$ cat config.mk
export PLATFORM = sky130hd
export DESIGN_NAME = sd_card_cmd_responder
export DESIGN_NICKNAME = d
export VERILOG_FILES = /design/src/rtl/sd_card_pkg.sv /design/src/rtl/sd_crc7_serial.sv /design/src/rtl/sd_card_cmd_responder.sv
export SDC_FILE = /design/constraint.sdc
export NUM_CORES = 1
export LEC_CHECK = 0
export ABC_AREA = 1
export BUFFER_PORTS_ARGS = -buffer_cell sky130_fd_sc_hd__buf_4
export CORE_MARGIN = 4
export CORE_UTILIZATION = 42
export DETAILED_ROUTE_END_ITERATION = 10
export SLEW_MARGIN = 10
export SYNTH_ARGS = -nofsm -noshare
export SYNTH_HDL_FRONTEND = slang
export SYNTH_SLANG_ARGS = --single-unit
export TNS_END_PERCENT = 100
$ cat constraint.sdc
create_clock -name clk -period 4.6 [get_ports clk]
set_clock_uncertainty 0.15 [all_clocks]
set_input_delay 0.92 -clock clk [delete_from_list [all_inputs] [get_ports clk]]
set_output_delay 0.92 -clock clk [all_outputs]
set_load 0.03 [all_outputs]
$ cat src/rtl/sd_card_pkg.sv
// Shared types, frame constants and CRC7 step for the SD card CMD responder.
package sd_card_pkg;

   typedef enum logic [3:0] {
      CS_IDLE  = 4'd0,
      CS_READY = 4'd1,
      CS_IDENT = 4'd2,
      CS_STBY  = 4'd3
   } card_state_t;

   typedef enum logic [2:0] {
      RSP_NONE,
      RSP_R1,
      RSP_R2,
      RSP_R3,
      RSP_R6,
      RSP_R7
   } resp_t;

   typedef enum logic [2:0] {
      ST_IDLE,
      ST_RX,
      ST_CHECK,
      ST_WAIT,
      ST_TX
   } fsm_t;

   localparam logic [7:0] LEN_SHORT = 8'd48;
   localparam logic [7:0] LEN_LONG  = 8'd136;

   localparam logic [5:0] CMD_GO_IDLE    = 6'd0;
   localparam logic [5:0] CMD_ALL_CID    = 6'd2;
   localparam logic [5:0] CMD_SEND_RCA   = 6'd3;
   localparam logic [5:0] CMD_IF_COND    = 6'd8;
   localparam logic [5:0] CMD_SD_OP_COND = 6'd41;
   localparam logic [5:0] CMD_APP        = 6'd55;

   // One LFSR step of x^7 + x^3 + 1, MSB-first data.
   function automatic logic [6:0] crc7_next(
      input logic [6:0] crc,
      input logic       din
   );
      logic fb;
      fb = din ^ crc[6];
      return {crc[5:3], crc[2] ^ fb, crc[1:0], fb};
   endfunction

endpackage

$ cat src/rtl/sd_crc7_serial.sv
// Bit-serial CRC7 accumulator with synchronous clear.
module sd_crc7_serial
   import sd_card_pkg::*;
(
   input  logic       clk,
   input  logic       resetn,
   input  logic       clear,
   input  logic       en,
   input  logic       din,
   output logic [6:0] crc
);

   always_ff @(posedge clk or negedge resetn) begin
      if (!resetn) begin
         crc <= '0;
      end else if (clear) begin
         crc <= '0;
      end else if (en) begin
         crc <= crc7_next(crc, din);
      end
   end

endmodule

$ cat src/rtl/sd_card_cmd_responder.sv
// Card-side CMD line model: decodes host commands, tracks the
// identification-mode state and serialises R1/R2/R3/R6/R7 replies.
module sd_card_cmd_responder
   import sd_card_pkg::*;
#(
   parameter logic [15:0]  RCA         = 16'hF792,
   parameter logic [127:0] CID         = 128'h7E4456BFAFE53C7AB12900000ECDB3,
   parameter logic [31:0]  OCR         = 32'h00FF8000,
   parameter int           BUSY_POLLS  = 2,
   parameter int           NCR         = 2,
   parameter int           SYNC_STAGES = 2
) (
   input  logic       clk,
   input  logic       resetn,
   input  logic       sd_clk,
   input  logic       cmd_in,
   output logic       cmd_out,
   output logic       cmd_oe,
   output logic [3:0] card_state,
   output logic       cmd_valid,
   output logic [5:0] cmd_index,
   output logic       crc_err,
   output logic       illegal_cmd
);

   localparam int SM = SYNC_STAGES - 1;

   logic [SM:0]    clk_sync;
   logic [SM:0]    cmd_sync;
   logic           sclk_d;
   logic           tick;
   logic           fall;
   logic           cbit;

   fsm_t           state;
   card_state_t    cstate;
   resp_t          rsp;
   logic           got_start;
   logic           prev_bit;
   logic           app_cmd;
   logic [3:0]     busy_cnt;

   logic [5:0]     rx_cnt;
   logic [19:0]    rx_sr;
   logic [5:0]     rx_idx;
   logic [6:0]     rx_crc;
   logic           rx_clr;
   logic           rx_en;

   logic [135:0]   tx_sr;
   logic [7:0]     tx_len;
   logic [7:0]     tx_idx;
   logic [6:0]     wcnt;
   logic [6:0]     tx_crc;
   logic           tx_clr;
   logic           tx_en;
   logic           tx_bit;
   logic           use_crc;
   logic [2:0]     crc_pos;
   logic           first_fall;

   logic [31:0]    r1_status;
   logic [15:0]    r6_status;
   logic           ready_now;
   logic           frame_ok;

   assign tick = clk_sync[SM] & ~sclk_d;
   assign fall = ~clk_sync[SM] & sclk_d;
   assign cbit = cmd_sync[SM];

   assign card_state = cstate;

   assign rx_clr = (state == ST_IDLE) && !got_start;
   assign rx_en  = tick && (((state == ST_IDLE) && got_start) ||
                            ((state == ST_RX) && (rx_cnt < 6'd40)));

   assign use_crc = (rsp == RSP_R1) || (rsp == RSP_R6) || (rsp == RSP_R7);
   assign crc_pos = 3'd6 - tx_idx[2:0];
   assign tx_bit  = (use_crc && (tx_idx >= 8'd40) && (tx_idx < 8'd47))
                    ? tx_crc[crc_pos] : tx_sr[135];

   assign first_fall = fall && (state == ST_WAIT) && (wcnt == 7'(NCR));
   assign tx_clr = (state == ST_CHECK);
   assign tx_en  = first_fall ||
                   (fall && (state == ST_TX) && (tx_idx < 8'd40));

   assign r1_status = {19'd0, cstate, 9'h020};
   assign r6_status = {3'b000, cstate, 3'b000, app_cmd, 5'b00000};
   assign ready_now = busy_cnt >= 4'(BUSY_POLLS);
   assign frame_ok  = (rx_crc == rx_sr[7:1]) && rx_sr[0];

   sd_crc7_serial u_rx_crc (
      .clk    (clk),
      .resetn (resetn),
      .clear  (rx_clr),
      .en     (rx_en),
      .din    (cbit),
      .crc    (rx_crc)
   );

   sd_crc7_serial u_tx_crc (
      .clk    (clk),
      .resetn (resetn),
      .clear  (tx_clr),
      .en     (tx_en),
      .din    (tx_bit),
      .crc    (tx_crc)
   );

   always_ff @(posedge clk or negedge resetn) begin
      if (!resetn) begin
         clk_sync    <= '0;
         cmd_sync    <= '0;
         sclk_d      <= 1'b0;
         state       <= ST_IDLE;
         cstate      <= CS_IDLE;
         rsp         <= RSP_NONE;
         got_start   <= 1'b0;
         prev_bit    <= 1'b0;
         app_cmd     <= 1'b0;
         busy_cnt    <= '0;
         rx_cnt      <= '0;
         rx_sr       <= '0;
         rx_idx      <= '0;
         tx_sr       <= '0;
         tx_len      <= LEN_SHORT;
         tx_idx      <= '0;
         wcnt        <= '0;
         cmd_out     <= 1'b1;
         cmd_oe      <= 1'b0;
         cmd_valid   <= 1'b0;
         cmd_index   <= '0;
         crc_err     <= 1'b0;
         illegal_cmd <= 1'b0;
      end else begin
         clk_sync    <= {clk_sync[SM-1:0], sd_clk};
         cmd_sync    <= {cmd_sync[SM-1:0], cmd_in};
         sclk_d      <= clk_sync[SM];
         cmd_valid   <= 1'b0;
         crc_err     <= 1'b0;
         illegal_cmd <= 1'b0;
         unique case (state)
            ST_IDLE: begin
               if (tick) begin
                  prev_bit <= cbit;
                  if (got_start) begin
                     got_start <= 1'b0;
                     if (cbit) begin
                        state  <= ST_RX;
                        rx_cnt <= 6'd2;
                     end
                  end else if (prev_bit && !cbit) begin
                     got_start <= 1'b1;
                  end
               end
            end
            ST_RX: begin
               if (tick) begin
                  rx_sr  <= {rx_sr[18:0], cbit};
                  rx_cnt <= rx_cnt + 6'd1;
                  if (rx_cnt == 6'd7) rx_idx <= {rx_sr[4:0], cbit};
                  if (rx_cnt == 6'd47) state <= ST_CHECK;
               end
            end
            ST_CHECK: begin
               cmd_valid <= 1'b1;
               cmd_index <= rx_idx;
               prev_bit  <= rx_sr[0];
               rsp       <= RSP_NONE;
               tx_len    <= LEN_SHORT;
               tx_idx    <= '0;
               wcnt      <= '0;
               state     <= ST_IDLE;
               if (!frame_ok) begin
                  crc_err <= 1'b1;
               end else begin
                  app_cmd <= 1'b0;
                  unique case (1'b1)
                     rx_idx == CMD_GO_IDLE: begin
                        cstate   <= CS_IDLE;
                        busy_cnt <= '0;
                     end
                     rx_idx == CMD_IF_COND: begin
                        rsp   <= RSP_R7;
                        tx_sr <= {2'b00, CMD_IF_COND, 20'd0, rx_sr[19:8],
                                  8'h01, 88'd0};
                        state <= ST_WAIT;
                     end
                     rx_idx == CMD_APP: begin
                        app_cmd <= 1'b1;
                        rsp     <= RSP_R1;
                        tx_sr   <= {2'b00, CMD_APP, r1_status, 8'h01, 88'd0};
                        state   <= ST_WAIT;
                     end
                     (rx_idx == CMD_SD_OP_COND) && app_cmd: begin
                        rsp   <= RSP_R3;
                        tx_sr <= {2'b00, 6'h3F, ready_now, OCR[30:0],
                                  8'hFF, 88'd0};
                        state <= ST_WAIT;
                        if (busy_cnt != 4'd15) busy_cnt <= busy_cnt + 4'd1;
                        if (ready_now) cstate <= CS_READY;
                     end
                     (rx_idx == CMD_ALL_CID) && (cstate == CS_READY): begin
                        rsp    <= RSP_R2;
                        tx_sr  <= {2'b00, 6'h3F, CID[127:1], 1'b1};
                        tx_len <= LEN_LONG;
                        cstate <= CS_IDENT;
                        state  <= ST_WAIT;
                     end
                     (rx_idx == CMD_SEND_RCA) &&
                     ((cstate == CS_IDENT) || (cstate == CS_STBY)): begin
                        rsp    <= RSP_R6;
                        tx_sr  <= {2'b00, CMD_SEND_RCA, RCA, r6_status,
                                   8'h01, 88'd0};
                        cstate <= CS_STBY;
                        state  <= ST_WAIT;
                     end
                     default: begin
                        illegal_cmd <= 1'b1;
                     end
                  endcase
               end
            end
            ST_WAIT: begin
               if (first_fall) begin
                  cmd_oe  <= 1'b1;
                  cmd_out <= tx_bit;
                  tx_sr   <= {tx_sr[134:0], 1'b0};
                  tx_idx  <= 8'd1;
                  state   <= ST_TX;
               end else if (fall) begin
                  wcnt <= wcnt + 7'd1;
               end
            end
            ST_TX: begin
               if (fall) begin
                  if (tx_idx < tx_len) begin
                     cmd_out <= tx_bit;
                     tx_sr   <= {tx_sr[134:0], 1'b0};
                     tx_idx  <= tx_idx + 8'd1;
                  end else if (tx_idx == tx_len) begin
                     cmd_out <= 1'b1;
                     tx_idx  <= tx_idx + 8'd1;
                  end else begin
                     // Host must show a fresh idle 1 before the next start bit.
                     cmd_oe    <= 1'b0;
                     cmd_out   <= 1'b1;
                     prev_bit  <= 1'b0;
                     got_start <= 1'b0;
                     state     <= ST_IDLE;
                  end
               end
            end
            default: begin
               state <= ST_IDLE;
            end
         endcase
      end
   end

endmodule

Word level (Yosys, flattened, before mapping) --
Index checks and enable logic that the tools add are counted. W data, S select, Z words.
Word-level totals: input bits 4, output and inout bits 15, flip-flop bits (word level) 238
Operators by class: bitwise operators 8, reduce and logical (&&, ||, !) cells 50, $lt $le $gt $ge 7, muxes and demuxes 68, $add $sub $neg 5, equality and inequality tests 38
Operator list (number):
- $pmux W136 S5 | 1
- $mux W136 | 4
- $pmux W136 S3 | 1
- $mux W8 | 6
- $mux W7 | 6
- $mux W3 | 10
- $pmux W3 S5 | 2
- $mux W6 | 4
- $pmux W8 S3 | 1
- $ne A2 B2 Y1 const B | 11
- $mux W1 | 20
- $reduce_and A5 Y1 | 4
- $eq A6 B6 Y1 const B | 3
- $lt A8 B6 Y1 const B | 2
- $pmux W4 S4 | 1
- $logic_and A1 B1 Y1 | 15
- $pmux W7 S2 | 1
- $reduce_bool A2 Y1 | 7
- $eq A6 B2 Y1 const B | 2
- $pmux W6 S2 | 1
- $reduce_and A4 Y1 | 3
- $eq A3 B3 Y1 const B | 3
- $reduce_and A3 Y1 | 3
- $reduce_and A9 Y1 | 1
- other kinds (42) | 64

Longest topological paths before layout --
word-level depth 10, gate-level depth with buffers 16, mapped depth without buffers 14

Hierarchy --
From an unflattened synthesis, not the netlist that was laid out.
Second synthesis, totals: cells, all modules 1469, area total of the unflattened synthesis 11101.9 µm²
By module, submodules not included:
- sd_card_cmd_responder | area an instance 10476.3 µm², instances 1, sequential area each 5407.7 µm², cells each 1397
- sd_crc7_serial | area an instance 312.8 µm², instances 2, sequential area each 175.2 µm², cells each 36

Worst setup path after synthesis --
Ideal clock, no wire load.
path kind register to register, start register tx_len[5], end register tx_sr[100], path buffers 2, arrival 1.889 ns, setup time 0.116 ns, path slack 2.444 ns, stages on the path, launching flop included 15, path through dfstp_2 inv_1 ha_1 nand2_1 inv_1 o21ai_0 nand3_1 nand2_1 inv_2 a21oi_1 nand2_2 buf_6 buf_6 nand2_1 nand2_1
Between the ends: word-level cells in the longest chain between the ends 3
RTL lines:
- start: declaration | RTL line sd_card_cmd_responder.sv:51 | logic [7:0] tx_len;
- start signal: assignment | RTL line sd_card_cmd_responder.sv:126 | tx_len <= LEN_SHORT;
- start signal: assignment | RTL line sd_card_cmd_responder.sv:170 | tx_len <= LEN_SHORT;
- start signal: assignment | RTL line sd_card_cmd_responder.sv:206 | tx_len <= LEN_LONG;
- $lt A8 B8 Y1 | RTL line sd_card_cmd_responder.sv:237 | if (tx_idx < tx_len) begin
- $ne A2 B1 Y1 (no source line)
- $reduce_and A6 Y1 (no source line)
- end signal: assignment | RTL line sd_card_cmd_responder.sv:213 | tx_sr <= {2'b00, CMD_SEND_RCA, RCA, r6_status,
- end signal: assignment | RTL line sd_card_cmd_responder.sv:228 | tx_sr <= {tx_sr[134:0], 1'b0};
- end signal: assignment | RTL line sd_card_cmd_responder.sv:239 | tx_sr <= {tx_sr[134:0], 1'b0};
- end: declaration | RTL line sd_card_cmd_responder.sv:50 | logic [135:0] tx_sr;
Every way passes these cells. A chain may end at the register's enable or synchronous reset.

Worst setup path in the final report --
start register state[2], end register tx_sr[24]
Between the ends: word-level cells in the longest chain between the ends 5, elaborated cells between the ends (all ways) 13, classes of those cells eq/ne: 8; mux: 1; reduce/logical: 4
RTL lines:
- start: declaration | RTL line sd_card_cmd_responder.sv:35 | fsm_t state;
- start signal: assignment | RTL line sd_card_cmd_responder.sv:115 | state <= ST_IDLE;
- start signal: assignment | RTL line sd_card_cmd_responder.sv:149 | state <= ST_RX;
- start signal: assignment | RTL line sd_card_cmd_responder.sv:162 | if (rx_cnt == 6'd47) state <= ST_CHECK;
- $eq A3 B2 Y1 | RTL line sd_card_cmd_responder.sv:82, sd_card_cmd_responder.sv:142
- $logic_and A1 B1 Y1 (2 in series) | RTL line sd_card_cmd_responder.sv:82 | assign first_fall = fall && (state == ST_WAIT) && (wcnt == 7'(NCR));
- $ne A2 B2 Y1 (no source line)
- $reduce_and A6 Y1 (no source line)
- end signal: assignment | RTL line sd_card_cmd_responder.sv:185 | tx_sr <= {2'b00, CMD_IF_COND, 20'd0, rx_sr[19:8],
- end signal: assignment | RTL line sd_card_cmd_responder.sv:192 | tx_sr <= {2'b00, CMD_APP, r1_status, 8'h01, 88'd0};
- end signal: assignment | RTL line sd_card_cmd_responder.sv:197 | tx_sr <= {2'b00, 6'h3F, ready_now, OCR[30:0],
Several ways; a longest one is shown, not always the timed one.

==> impl_metrics.tcl <==
set metrics [dict create \
    total_power_uw 6170 \
    synthDistinctLibCells 35 \
    syn-mean-instance-area_sq_um 7.74 \
    required_ns 4.91 \
    fp.dieH_um 168 \
    grt_pass1_wl_um 39800 \
    finalMaxSlewViolations 0 \
    clock_latency_ns 0.53 \
    wl_per_cell_um 12.8 \
    async_flop_share_pct 100 \
    drc 0 \
    final_common_cell "nand2_1" \
    slowest_delay_ns 0.57 \
    synth_edf_count 0 \
    cts_made_buffers 26 \
    drv_cap 0 \
    path_class "flip-flop to flip-flop" \
    totalWireLength_um 22300 \
    syn_to_final_growth_pct 10.3 \
    via_count 8373 \
    max_clock_freq_mhz 337 \
    cp-end-kind "flip-flop" \
    synth-seq-cells 230 \
    die_w_um 168 \
    fin_setup_tns_ns 0 \
    slew_headroom_pct 35.1 \
    io_pins 19 \
    ant_nets 0 \
    gr-usage-all-layers_pct 16.2 \
    drtIter0Drc 707 \
    grt-ovfl-total 0 \
    yosysTopAreaCell "dfrtp_1" \
    status "completed" \
    synth_ff_type "dfrtp_1" \
    cts.htree.levels 1 \
    grt_max_degree 98 \
    seq_power_share_pct 37.9 \
    place_ws_ns 1.61 \
    finalInstanceArea_sq_mm 0.0119 \
    fin_crit_sh_pct 64.6 \
    rrSetupSlack_ns 1.63 \
    crit_arrival_ns 3.28 \
    rsz0062_at_grt "false" \
    post_cts_buffers 0 \
    diodes 0 \
    synthTopCellsByArea "dfrtp_1 (53%), nand2_1 (26%), o21ai_0 (3.2%)" \
    worst_pin_slew_ns 0.971 \
    ys_seq_area_share_pct 53.3 \
    syn-cell-area_sq_mm 0.0108 \
    synth_warnings 0 \
    cts-root-buf "clkbuf_16" \
    clkPwrFrac_pct 32.8 \
    cts_tree "built" \
    fp.coreArea_sq_mm 0.0253 \
    io_buffers 16 \
    leakagePower_uw 0.00665 \
    dp_hpwl_um 13700 \
    rows 58 \
    clkTransAtPathRegs_ns 0.06 \
    hold_buffers 0 \
    via_per_inst 4.80 \
    fp.dieArea_sq_mm 0.0284 \
    start_util_pct 42.8 \
    cts_resized 0 \
    internal_power_uw 3790 \
    finalWorstSetupSlack_ns 1.63 \
    clockBufferDepth 3 \
    crit_chain "nor2_2 -> inv_2 -> nor2_2 -> o21ai_1 -> nor2_1 -> a21oi_1 -> nand2_4 -> buf_4 -> nand2_1 -> nand2_1" \
    start_kind "flip-flop" \
    cp_slowest_cell "nand2_4" \
    irDropWorstVdd_mv 0.304 \
    finalSetupViolCount 0 \
    gp_congestion 0.797 \
    min_period_ns 2.97 \
    synthCells 1396 \
    final_cell_mix "nand2_1 (750), dfrtp_1 (228), inv_1 (77)" \
    combPwrFrac_pct 29.3 \
    switchingPower_uw 2380 \
    crit_fanout 72 \
    grt_antenna_before_repair 0 \
    grt_pass1_vias 8314 \
    first_pass_iters 5 \
    finalHoldViolCount 0 \
    layout-drive-gt1-share_pct 7.00 \
    hold_path_class "flip-flop to flip-flop" \
    post_dp_cell_area_sq_mm 0.0111 \
    swShare_pct 38.6 \
    synthDominantCellAreaShare_pct 52.8 \
    final_nets 1412 \
    final_util_pct 47.2 \
    cts_sinks 230 \
    power_density_mw_per_mm2 518 \
    nFillCells 2540 \
]
[cell type report]
type / instances / area [sq um] / share of cell area (%)
clock buffer: 35 / 734 / 6.16
clock inverter: 12 / 106 / 0.892
inverter: 91 / 342 / 2.87
multi-input combinational: 1021 / 4350 / 36.5
sequential: 230 / 5760 / 48.3
tap: 330 / 413 / 3.46
timing repair buffer: 26 / 215 / 1.81
[state kept, by name, indices dropped and copies added, names as in the netlist, 3 cells and up]
name,flops
rx_cnt,6
tx_idx,8
u_tx_crc.crc,7
rx_idx,6
state,3
cmd_index,6
u_rx_crc.crc,7
tx_sr,136
wcnt,7
rx_sr,20
rsp,3
busy_cnt,4
[power groups by stage]
| stage | Combinational [uW] | Clock, uW | Sequential [uW] |
|---|---|---|---|
| CTS | 1830 | 2090 | 2340 |
| global route | 2040 | 2180 | 2360 |
| finish | 1810 | 2030 | 2340 |
| global placement | 1820 | 0 | 2370 |
| floorplan | 1570 | 0 | 2360 |
| detailed placement | 1840 | 0 | 2380 |
[routing by layer]
layer | up-vias | track usage (%) | share of wire (%)
li1 | 4302 | - | -
met1 | 3927 | 23.3 | 50
met2 | 118 | 26.3 | 45
met3 | 26 | 2.35 | 3.5
met4 | 0 | 3.71 | 2.0
met5 | - | 0 | 0
[critical path, delay by kind of cell, from the launching register on]
family,cells,cell delay (ns)
compound gates,2,0.26
buf+inv,2,0.52
flops,1,0.43
simple gates,6,1.50
[cells in the mapped netlist (all sizes together), types with 9 or more instances]
| master | n |
|---|---|
| nand2 | 755 |
| a21oi | 26 |
| xor2 | 11 |
| buf | 36 |
| nor3 | 14 |
| inv | 89 |
| nand3 | 47 |
| nand4 | 9 |
| ha | 12 |
| o21ai | 74 |
| clkbuf | 19 |
| dfrtp | 228 |
| nor2 | 49 |
[kinds of logic (layout without fill, tap and decap cells)]
family                     count (synthesis)  in the layout  share of synthesized area, %
AOI/OAI and AO/OA                        109            109                          5.25
buffers and inverters                    146            164                          6.60
DFF                                      230            230                          53.3
xor gates and xnor gates                  15             15                          1.22
adders and majority gates                 12             12                          1.39
other                                      1              2                        0.0347
and+or+nand+nor                          883            883                          32.2
[per-stage QoR]
stage	std cells	hold slack, ns
2_1_floorplan	1397	0.181
3_3_place_gp	1698	0.183
3_5_place_dp	1698	0.186
4_1_cts	1745	0.201
5_1_grt	1745	0.210
6_report	1745	0.198
[final timing paths]
kind / start / to / cells past startpoint
min reg2reg: cmd_sync[0] / cmd_sync[1] / 0
min: cmd_sync[0] / cmd_sync[1] / 0
max: state[2] / tx_sr[24] / 10
min in group asynchronous: resetn / u_rx_crc.crc[0] / 1
max reg2reg: state[2] / tx_sr[24] / 10
max in group asynchronous: resetn / tx_len[5] / 2
No activity file was read; power rests on OpenSTA's default activity.
